### src/rtl/bus_arbiter.sv
// -----------------------------------------------------------------------------
// bus_arbiter
//
// Two-master arbiter for the shared memory-mapped I/O bus. Master 0 is the
// CPU and master 1 is a secondary initiator (DMA/debug). Ownership is granted
// round-robin, with a one-cycle IDLE turnaround between owners. A master can
// hold the bus for a locked multi-cycle sequence. If the other master is
// waiting, that hold is limited to MAX_LOCK cycles. Read data is registered
// and returned to whichever master issued the read.
//
// Ports
//   clk, reset            system clock, asynchronous active-low reset
//   reqN, lockN           request / hold-grant from master N
//   weN, reN              write / read strobes from master N (used only while granted)
//   addrN, wdataN         transfer address / write data from master N
//   gnt0, gnt1            registered grant, one-hot or zero
//   rvalid0, rvalid1      one-cycle read-data-valid pulse to the issuing master
//   rdata                 registered read data, shared by both masters
//   lock_err              one-cycle pulse when a lock is forcibly broken
//   we, re, memAddr       bus strobes and address driven by the current owner
//   dataBusOut            write data onto the OR bus, 0 when not writing
//   dataBusIn             OR-combined data bus (read return)
// -----------------------------------------------------------------------------
module bus_arbiter #(
  parameter int DBITS    = 32,
  parameter int MAX_LOCK = 16
) (
  input  logic             clk,
  input  logic             reset,
  input  logic             req0,
  input  logic             req1,
  input  logic             lock0,
  input  logic             lock1,
  input  logic             we0,
  input  logic             we1,
  input  logic             re0,
  input  logic             re1,
  input  logic [DBITS-1:0] addr0,
  input  logic [DBITS-1:0] addr1,
  input  logic [DBITS-1:0] wdata0,
  input  logic [DBITS-1:0] wdata1,
  output logic             gnt0,
  output logic             gnt1,
  output logic             rvalid0,
  output logic             rvalid1,
  output logic [DBITS-1:0] rdata,
  output logic             lock_err,
  output logic             we,
  output logic             re,
  output logic [DBITS-1:0] memAddr,
  output logic [DBITS-1:0] dataBusOut,
  input  logic [DBITS-1:0] dataBusIn
);

  // The extra count bit keeps the width nonzero even when MAX_LOCK is 1.
  localparam int CNT_W = $clog2(MAX_LOCK + 1);
  localparam logic [CNT_W-1:0] CNT_MAX = CNT_W'(MAX_LOCK - 1);

  typedef enum logic [1:0] {
    IDLE = 2'd0,
    OWN0 = 2'd1,
    OWN1 = 2'd2
  } state_t;

  state_t             state_q, state_d;
  logic               last_owner_q, last_owner_d;
  logic [CNT_W-1:0]   lock_cnt_q, lock_cnt_d;
  logic               lock_err_q, lock_err_d;
  logic               rvalid0_q, rvalid1_q;
  logic [DBITS-1:0]   rdata_q;

  // Signals of the current owner, plus the other master's request.
  // Everything is zero in IDLE, so the bus is never driven there.
  logic               cur_req, cur_lock, cur_we, cur_re, oth_req;
  logic [DBITS-1:0]   cur_addr, cur_wdata;

  always_comb begin
    cur_req   = 1'b0;
    cur_lock  = 1'b0;
    cur_we    = 1'b0;
    cur_re    = 1'b0;
    oth_req   = 1'b0;
    cur_addr  = '0;
    cur_wdata = '0;
    case (state_q)
      OWN0: begin
        cur_req   = req0;
        cur_lock  = lock0;
        cur_we    = we0;
        cur_re    = re0;
        oth_req   = req1;
        cur_addr  = addr0;
        cur_wdata = wdata0;
      end
      OWN1: begin
        cur_req   = req1;
        cur_lock  = lock1;
        cur_we    = we1;
        cur_re    = re1;
        oth_req   = req0;
        cur_addr  = addr1;
        cur_wdata = wdata1;
      end
      default: ;
    endcase
  end

  // Next-state logic.
  always_comb begin
    state_d      = state_q;
    last_owner_d = last_owner_q;
    lock_cnt_d   = lock_cnt_q;
    lock_err_d   = 1'b0;
    case (state_q)
      IDLE: begin
        lock_cnt_d = '0;
        if (req0 && req1) state_d = last_owner_q ? OWN0 : OWN1;
        else if (req0)    state_d = OWN0;
        else if (req1)    state_d = OWN1;
      end
      OWN0, OWN1: begin
        if (!cur_req) begin
          state_d = IDLE;
        end else if (!cur_lock) begin
          // Unlocked: yield after one transfer whenever the other master is waiting.
          if (oth_req) state_d = IDLE;
        end else if (oth_req && (lock_cnt_q == CNT_MAX)) begin
          // The lock has used up its hold budget and the other master is waiting.
          state_d    = IDLE;
          lock_err_d = 1'b1;
        end
        if (state_d == IDLE)
          lock_cnt_d = '0;
        else if (cur_lock && (lock_cnt_q != CNT_MAX))
          lock_cnt_d = lock_cnt_q + 1'b1;
      end
      default: state_d = IDLE;
    endcase
    if (state_d == OWN0) last_owner_d = 1'b0;
    if (state_d == OWN1) last_owner_d = 1'b1;
  end

  // Bus drive is gated by the owner's request. A grant that the master no
  // longer wants therefore issues no strobe.
  always_comb begin
    we         = cur_req & cur_we;
    re         = cur_req & cur_re & ~cur_we;
    memAddr    = cur_addr;
    dataBusOut = we ? cur_wdata : '0;
  end

  always_ff @(posedge clk or negedge reset) begin
    if (!reset) begin
      state_q      <= IDLE;
      last_owner_q <= 1'b1;
      lock_cnt_q   <= '0;
      lock_err_q   <= 1'b0;
      rvalid0_q    <= 1'b0;
      rvalid1_q    <= 1'b0;
      rdata_q      <= '0;
    end else begin
      state_q      <= state_d;
      last_owner_q <= last_owner_d;
      lock_cnt_q   <= lock_cnt_d;
      lock_err_q   <= lock_err_d;
      // The read is tagged with this cycle's owner. It is still delivered
      // if ownership changes at the same edge.
      rvalid0_q    <= re && (state_q == OWN0);
      rvalid1_q    <= re && (state_q == OWN1);
      if (re) rdata_q <= dataBusIn;
    end
  end

  assign gnt0     = (state_q == OWN0);
  assign gnt1     = (state_q == OWN1);
  assign rvalid0  = rvalid0_q;
  assign rvalid1  = rvalid1_q;
  assign rdata    = rdata_q;
  assign lock_err = lock_err_q;

endmodule

### config.mk
export PLATFORM = sky130hd
export DESIGN_NAME = bus_arbiter
export DESIGN_NICKNAME = d
export VERILOG_FILES = /design/src/rtl/bus_arbiter.sv
export SDC_FILE = /design/constraint.sdc
export NUM_CORES = 1
export LEC_CHECK = 0
export CORE_AREA = 2 2 106 108
export CTS_CLUSTER_SIZE = 8
export DETAILED_ROUTE_END_ITERATION = 7
export DIE_AREA = 0 0 108 110
export GPL_TIMING_DRIVEN = 1
export PLACE_DENSITY_LB_ADDON = 0.3
export SLEW_MARGIN = 20
export SYNTH_ARGS = -nofsm -noshare
export SYNTH_HDL_FRONTEND = slang
export SYNTH_SLANG_ARGS = --single-unit
### constraint.sdc
create_clock -name clk -period 3.3 [get_ports clk]
set_input_delay 0.66 -clock clk [delete_from_list [all_inputs] [get_ports clk]]
set_output_delay 0.66 -clock clk [all_outputs]
set_load 0.05 [all_outputs]
# Word level (Yosys, flattened, before mapping)
# Cells that the tools add are included.
[op_classes]
addsub = 1
n_reduce_logical = 11
n_eq_ne = 7
n_bitwise = 4
n_mux = 27
[ops]
columns = ["op", "count"]
rows = [
  ["one-hot mux 32 bit (2 select lines)", 2],
  ["two-way mux 32 bit", 1],
  ["two-way mux 2 bit", 9],
  ["two-way mux 5 bit", 2],
  ["one-hot mux 1 bit (2 select lines)", 5],
  ["one-hot mux 5 bit (2 select lines)", 1],
  ["two-way mux 1 bit", 6],
  ["adder 5 x 1 -> 5 bit (second input constant)", 1],
  ["== test 5 x 4 -> 1 bit (second input constant)", 1],
  ["logical AND 1 bit", 5],
  ["inequality test 5 x 4 -> 1 bit (second input constant)", 1],
  ["== test 2 x 1 -> 1 bit (second input constant)", 2],
  ["== test 2 bit (second input constant)", 2],
  ["zero test 2 bit", 2],
  ["one-hot mux 2 bit (2 select lines)", 1],
  ["nonzero test 2 bit", 2],
  ["AND 1 bit", 3],
  ["inequality test 3 bit (second input constant)", 1],
  ["AND reduction 2 bit", 1],
  ["OR reduction 2 bit", 1],
  ["inverter 1 bit", 1],
]
[totals]
in_bits = 170
regBits = 43
output_inout_bits = 103
word_cells = 57

# Longest topological paths before layout
# Gate-level depths: netlist of the first run.
[depth]
word_depth = 11
depth_mapped = 9
mapped_depth_nobuf = 9

# Worst setup path after synthesis of the first run
# No wires, ideal clock.
[synth_path]
kind = "register -> output"
start = "reg state_q[0]"
end = "out memAddr[10]"
slack_ns = 0.032
t_required_ns = 2.640
stages_incl_launch_ff = 8
arrival_time_ns = 2.608
n_path_buf = 3
cell_sequence = "dfrtp_1 -> inv_1 -> ha_1 -> buf_4 -> clkbuf_1 -> buf_1 -> a22oi_1 -> nor2b_1"
[synth_via]
elab_chain_len = 2
word_cells_on_any_way = 3
cone_classes = "eq/ne: 2; mux: 1"
[synth_rtl]
columns = ["item", "line", "text"]
rows = [
  ["start: declaration", "65", "state_t state_q, state_d;"],
  ["start signal: assignment", "162", "state_q <= state_d;"],
  ["== test 2 bit", "n/a", ""],
  ["via gnt1", "43", "output logic gnt1,"],
  ["one-hot mux 32 bit (2 select lines)", "85", "case (state_q)"],
  ["end: declaration", "50", "output logic [DBITS-1:0] memAddr,"],
]
# The timed path passes the listed nets, and every way through them passes these cells.

# Worst setup path in the final report of the first run
[layout_path]
start = "reg state_q[0]"
end = "out memAddr[29]"
[layout_via]
elab_chain_len = 2
word_cells_on_any_way = 3
cone_classes = "eq/ne: 2; mux: 1"
[layout_rtl]
columns = ["item", "line"]
rows = [
  ["== test 2 bit or == test 2 x 1 -> 1 bit (tied branches)", "85"],
  ["one-hot mux 32 bit (2 select lines) (*)", "85"],
]
# Every way passes the cells marked *; elsewhere a longest branch is shown, timed or not.

==> results of run 1 <==
==> synth_stat cells <==
library cell  instances
a211o_1               2
a21oi_1               2
a22o_1                1
a22o_2                1
a22oi_1              66
a31oi_1               1
a32o_1                1
and2_1                3
and3_1                1
and3b_1               1
buf_1                 3
buf_2                 3
buf_4                 1
buf_6                 3
clkbuf_1             17
dfrtp_1              42
dfstp_2               1
ha_1                  7
inv_1                 5
mux2_1                2
mux2_2               32
nand2_1               7
nand2b_1              3
nand3_1               2
nor2_1               35
nor2b_1              33
nor3_1                1
nor3b_1               1
nor3b_2               1
nor3b_4               1
nor4b_1               1
o2111ai_1             1
o21ai_0               2
o21bai_1              1
o2bb2ai_1             2
or2_2                 1
or4b_1                1
==> registers in the layout, summed over array words and instances, names as in the netlist <==
register	flops
rvalid0	1
last_owner_q	1
rdata	32
lock_cnt_q	5
rvalid1	1
state_q	2
lock_err	1
==> worst reg2reg max path: stages (launching register included) <==
cell	delay [ns]
dfrtp_1	0.45
inv_1	0.11
ha_2	0.19
buf_12	0.27
a22o_2	0.23
nand2_1	0.13
nor3b_4	0.40
buf_4	0.32
mux2_2	0.37
==> stage by stage <==
step	power (mW)	cells	hold slack, ns	setup WS, ns
after floorplan	3.01	288	0.364	0.0318
after global placement	4.13	682	0.469	0.401
after detailed placement	4.18	682	0.479	0.351
after CTS	4.51	690	0.499	0.121
after global routing	4.71	691	0.255	0.0114
final	4.46	691	0.252	0.157
==> power groups by stage <==
| stage | sequential, mW | combinational (mW) | clock, mW |
|---|---|---|---|
| final | 0.840 | 3.30 | 0.315 |
| after detailed placement | 0.852 | 3.32 | 0 |
| after CTS | 0.843 | 3.33 | 0.334 |
| after global routing | 0.870 | 3.48 | 0.353 |
| after global placement | 0.838 | 3.29 | 0 |
| after floorplan | 1.48 | 1.53 | 0 |
==> worst max-delay path by stage <==
stage	slack, ns	cells past startpoint	to	start
after floorplan	0.03	7	memAddr[10]	state_q[0]$_DFF_PN0_
after global placement	0.40	7	dataBusOut[28]	req1
after detailed placement	0.35	7	dataBusOut[28]	req1
after CTS	0.12	6	memAddr[24]	state_q[0]$_DFF_PN0_
after global routing	0.01	9	dataBusOut[19]	state_q[1]$_DFF_PN0_
final	0.16	6	memAddr[29]	state_q[0]$_DFF_PN0_
==> layer usage <==
metal  share of wire [%]  vias to the layer above
met5                   0                        -
met4                 1.6                        0
met3                 6.8                       14
met2                  55                      130
met1                  37                     1522
li1                    -                     1569
==> cell type report <==
class / instances / area [um2]
Multi-Input combinational cell: 213 / 1570
Timing Repair Buffer: 282 / 3170
Fill cell: 913 / 4610
Clock buffer: 8 / 80.1
Tap cell: 140 / 175
Inverter: 5 / 18.8
Sequential cell: 43 / 1080
==> cells by family (layout without fill, tap and decap cells) <==
group | Yosys count | after routing | share of synthesized area (%)
AOI/OAI and AO/OA | 80 | 80 | 21.5
buffers and inverters | 32 | 295 | 5.37
and+or+nand+nor | 92 | 92 | 17.7
muxes | 34 | 34 | 13.7
adders and majority gates | 7 | 7 | 3.13
DFF | 43 | 43 | 38.5
==> flow_summary.json, run 1 <==
{
  "status": "finished clean",
  "worst_r2r_path_depth": 8,
  "gp_congestion": 0.771,
  "hpwl_um": 9070,
  "synth_top_area_share_pct": 37.6,
  "reg2reg_slack_ns": 0.72,
  "fin_setup_tns_ns": 0,
  "ys_seq_area_share_pct": 38.5,
  "top_usage_layer": "met2",
  "power_density_nw_per_um2": 732,
  "min_period_ns": 3.14,
  "skew_ns": 0.00669,
  "max_slew.worst_pin.slew_ns": 0.540,
  "wl_per_cell_um": 16.3,
  "ys_types": 37,
  "clkLatencyLatePin_ns": 0.29,
  "path_class": "reg2out",
  "required_ns": 2.64,
  "fin_nets": 727,
  "period_share_pct": 95.2,
  "post_cts_resized": 0,
  "antenna_found_initial": 0,
  "cts_setup_buffers": 0,
  "holdBufCountCts": 0,
  "cts_buffers": 5,
  "cp.arrival_ns": 2.48,
  "rows": 38,
  "syn_area_um2": 2800,
  "clockBufferDepth": 2,
  "yosysWarnings": 0,
  "wl_um": 11300,
  "setup_viol": 0,
  "drc": 0,
  "areaGrowthSynthToFinish_pct": 118,
  "swShare_pct": 51.2,
  "path_buf_inv": 3,
  "avgSynthCellArea_um2": 9.71,
  "vdd_ir_drop_max_v": 0.000464,
  "initialDrtViolationCount": 161,
  "crit_path_end_kind": "output pin",
  "io_buffers": 272,
  "path_clk_slew_ns": 0.08,
  "grt_overflow": 0,
  "hp-class": "in2async",
  "yosysTopAreaCell": "dfrtp_1",
  "die_area_um2": 11900,
  "final_common_cell": "clkdlybuf4s50_1",
  "initial_utilization_pct": 26.1,
  "num_antenna_cells": 0,
  "post-route-util_pct": 56.9,
  "clock_sinks": 43,
  "place_area_um2": 5980,
  "ys_seq_elements": 43,
  "cts_root_buf": "clkbuf_8",
  "pin_count": 273,
  "grt_pass1_wl_um": 16400,
  "cts_tree": "done",
  "final_cell_mix": "228 x clkdlybuf4s50_1, 66 x a22oi_1, 42 x dfrtp_1",
  "cp_max_fo": 31,
  "grt_pass1_vias": 3288,
  "slew_headroom_pct": 64.0,
  "max_freq_mhz": 318,
  "clkPwrFrac_pct": 7.1,
  "share_comb_of_total_power_pct": 74.1,
  "drv_cap": 0,
  "grtUsageTotal_pct": 17.5,
  "drtPass1Iterations": 4,
  "final_hold_viol_count": 0,
  "r2r-start": "state_q[1]$_DFF_PN0_",
  "ant_nets": 0,
  "p_leak_nw": 2.44,
  "cp_top_family": "buffers and inverters",
  "core_area_um2": 10700,
  "dieWidth_um": 108,
  "met1_usage_pct": 20.1,
  "ctsHtreeMaxLevel": 2,
  "seqPwrFrac_pct": 18.8,
  "via_per_inst": 4.68,
  "r2r-end": "rdata[19]$_DFFE_PN0P_",
  "syn_nets": 465,
  "grtUsageMet3_pct": 3.94,
  "grt_max_degree": 72,
  "ys_top_cells_by_area": "dfrtp_1 38%, a22oi_1 18%, mux2_2 13%",
  "vias": 3235,
  "slowest_stage": "clkdlybuf4s50_1",
  "cp_cell_sequence": "inv_1, ha_2, buf_4, a22oi_1, nor2b_1, clkdlybuf4s50_1",
  "final_max_slew_viol_count": 0,
  "p_switching_mw": 2.29,
  "drive_gt1_share_pct": 17.1,
  "start_kind": "flip-flop",
  "syn-instance-count": 288,
  "max_stage_delay_ns": 0.83,
  "rsz0062_at_grt": "false",
  "gr-usage-met2_pct": 32.8,
  "p_int_mw": 2.18,
  "fin_area_um2": 6090,
  "die_h_um": 110
}
Power figures use the tool's default switching activity.
==> run 2, diff against run 1 <==
--- a/config.mk
+++ b/config.mk
@@ -5,6 +5,7 @@
 export SDC_FILE = /design/constraint.sdc
 export NUM_CORES = 1
 export LEC_CHECK = 0
+export ABC_AREA = 1
 export CORE_AREA = 2 2 106 108
 export CTS_CLUSTER_SIZE = 8
 export DETAILED_ROUTE_END_ITERATION = 7
==> run 2 against run 1 <==
Net effect:
- register-to-register slack worse by 0.04 ns
- critical endpoint is now dataBusOut[26]
- core utilization up 0.41 points
- clock power up 12%
- via count up 20%
- hold slack better by 0.23 ns
- highest routed layer unchanged
==> flow_summary.json, run 2 <==
{
  "period_share_pct": 96.1,
  "path_clk_slew_ns": 0.08,
  "areaGrowthSynthToFinish_pct": 118,
  "min_period_ns": 3.17,
  "drv_cap": 0,
  "gp_congestion": 0.831,
  "final_cell_mix": "252 x nand2_1, 222 x clkdlybuf4s50_1, 66 x a21oi_1",
  "die_h_um": 110,
  "r2r-end": "last_owner_q$_DFFE_PN1P_",
  "final_max_slew_viol_count": 0,
  "clockBufferDepth": 2,
  "clock_sinks": 43,
  "synthTopCellsByCount": "252 x nand2_1, 66 x a21oi_1, 42 x dfrtp_1",
  "io_buffers": 272,
  "largest_register_ffs": 32,
  "syn-instance-count": 440,
  "die_area_um2": 11900,
  "drtPass1Iterations": 5,
  "dp.cells": 833,
  "grtUsageTotal_pct": 20.8,
  "min_from": "rdata[31]$_DFFE_PN0P_",
  "grt_pass1_wl_um": 19400,
  "vias": 3889,
  "startpoint": "state_q[1]$_DFF_PN0_",
  "status": "finished clean",
  "ys_seq_area_share_pct": 38.2,
  "yosysWarnings": 0,
  "fin_setup_tns_ns": 0,
  "cts_buffers": 5,
  "holdBufCountCts": 0,
  "hpwl_um": 10700,
  "via_per_inst": 4.62,
  "syn_area_um2": 2820,
  "antenna_found_initial": 0,
  "ant_nets": 0,
  "pin_count": 273,
  "reg2reg_slack_ns": 0.68,
  "max_slew.worst_pin.slew_ns": 0.954,
  "grt_pass1_vias": 3675,
  "syn_nets": 617,
  "final_hold_viol_count": 0,
  "r2r-start": "state_q[1]$_DFF_PN0_",
  "setup_viol": 0,
  "wl_per_cell_um": 16.0,
  "ys_top_cells_by_area": "dfrtp_1 37%, nand2_1 34%, a21oi_1 12%",
  "drc": 0,
  "vdd_ir_drop_max_v": 0.000442,
  "cts_tree": "done",
  "ys_seq_elements": 43,
  "yosys.cell_count.top_type": "nand2_1",
  "start_kind": "flip-flop",
  "ys_async_sr_fraction_pct": 100,
  "drive_gt1_share_pct": 10.7,
  "grt_overflow": 0,
  "avgSynthCellArea_um2": 6.40,
  "ys_types": 24,
  "synth-edff-count": 0,
  "fin_nets": 877,
  "worst_r2r_path_depth": 12,
  "crit_path_end_kind": "output pin",
  "stdcell_count": 842,
  "core_area_um2": 10700,
  "required_ns": 2.64,
  "ctsHtreeMaxLevel": 2,
  "path_class": "reg2out",
  "p_leak_nw": 2.61,
  "yosysTopAreaCell": "dfrtp_1",
  "synthFlopType": "dfrtp_1",
  "holdWs_ns": 0.483,
  "clkLatencyLatePin_ns": 0.30,
  "rsz0062_at_grt": "false",
  "cp_max_fo": 34,
  "synth_top_area_share_pct": 37.3,
  "max_freq_mhz": 315,
  "endpoint": "dataBusOut[26]",
  "cp.arrival_ns": 2.51,
  "skew_ns": 0.00540,
  "power_density_nw_per_um2": 649,
  "dieWidth_um": 108,
  "grt_max_degree": 44,
  "cts_setup_buffers": 0,
  "slew_headroom_pct": 36.4,
  "wl_um": 13500,
  "cts_root_buf": "clkbuf_8",
  "initialDrtViolationCount": 307,
  "rows": 38,
  "initial_utilization_pct": 26.3,
  "hp-class": "reg2reg",
  "final_common_cell": "nand2_1"
}
[run 2: cell count changes after synthesis, sizes merged, moves of 6 or more]
cell	change
mux2	-33
a21oi	+66
nand2	+247
nand3	+8
clkbuf	-7
inv	+6
nor2b	-33
buf	+9
a22oi	-66
nor2	-29
[run 2: metrics by stage]
stage	instance area, um2	power (mW)	setup WS, ns	utilization (%)
after floorplan	2820	2.54	0.0485	-
after global placement	6010	3.57	0.280	56.1
after detailed placement	6010	3.59	0.203	56.1
after CTS	6100	3.98	0.0815	57.1
after global routing	6130	4.22	0.00283	57.3
final	6140	3.98	0.129	57.4
[run 2: layout make-up]
type / instances / area, um2
antenna: 1 / 2.50
clock buffer: 7 / 86.3
clock inverter: 1 / 8.76
fill: 977 / 4560
inverter: 11 / 43.8
multi-input combinational: 357 / 1590
sequential: 43 / 1080
tap: 140 / 175
timing repair buffer: 282 / 3150
[run 2: critical path: stages (launching register included)]
cell and delay, ns:
dfrtp_1 0.49, inv_1 0.15, ha_4 0.36, inv_4 0.16, a21oi_4 0.25, nand2_1 0.13
buf_12 0.18, a21oi_1 0.30, buf_12 0.18
[run 2: how the worst min path moves through the flow]
stage                                     end  slack (ns)  cells after the start
finish                  rdata[31]$_DFFE_PN0P_        0.48                      2
floorplan           lock_cnt_q[0]$_DFFE_PN0P_        0.36                      0
global placement         rdata[3]$_DFFE_PN0P_        0.46                      2
CTS                     rdata[31]$_DFFE_PN0P_        0.49                      2
detailed placement      rdata[20]$_DFFE_PN0P_        0.47                      2
global route            rdata[15]$_DFFE_PN0P_        0.51                      2
[run 2: routing by layer]
layer	up-vias	track usage, %	share of wire [%]
met5	-	0	0
met4	0	6.96	2.2
met3	19	6.88	11
met2	215	35.0	49
met1	1748	25.1	38
li1	1907	-	-
[run 2: kinds of logic after synthesis]
logic type,count (synthesis),synth area share (%)
and+or+nand+nor,274,37.4
muxes,1,0.400
adders and majority gates,7,3.11
DFF,43,38.2
AOI/OAI and AO/OA,73,13.9
buffers and inverters,40,6.26
xor gates and xnor gates,2,0.622
[run 2: power breakdown]
part | internal (mW) | switching, mW | leakage [nW] | total, mW
sequential | 0.679 | 0.102 | 0.570 | 0.782
clock | 0.172 | 0.182 | 0.0484 | 0.354
combinational | 0.963 | 1.89 | 1.99 | 2.85
total | 1.81 | 2.17 | 2.61 | 3.98
[run 2: repair_timing]
| action | in CTS | in global routing |
|---|---|---|
| gates resized for setup | 3 | 6 |
| setup endpoints to repair | 53 | 30 |
| pin swaps | 0 | 0 |
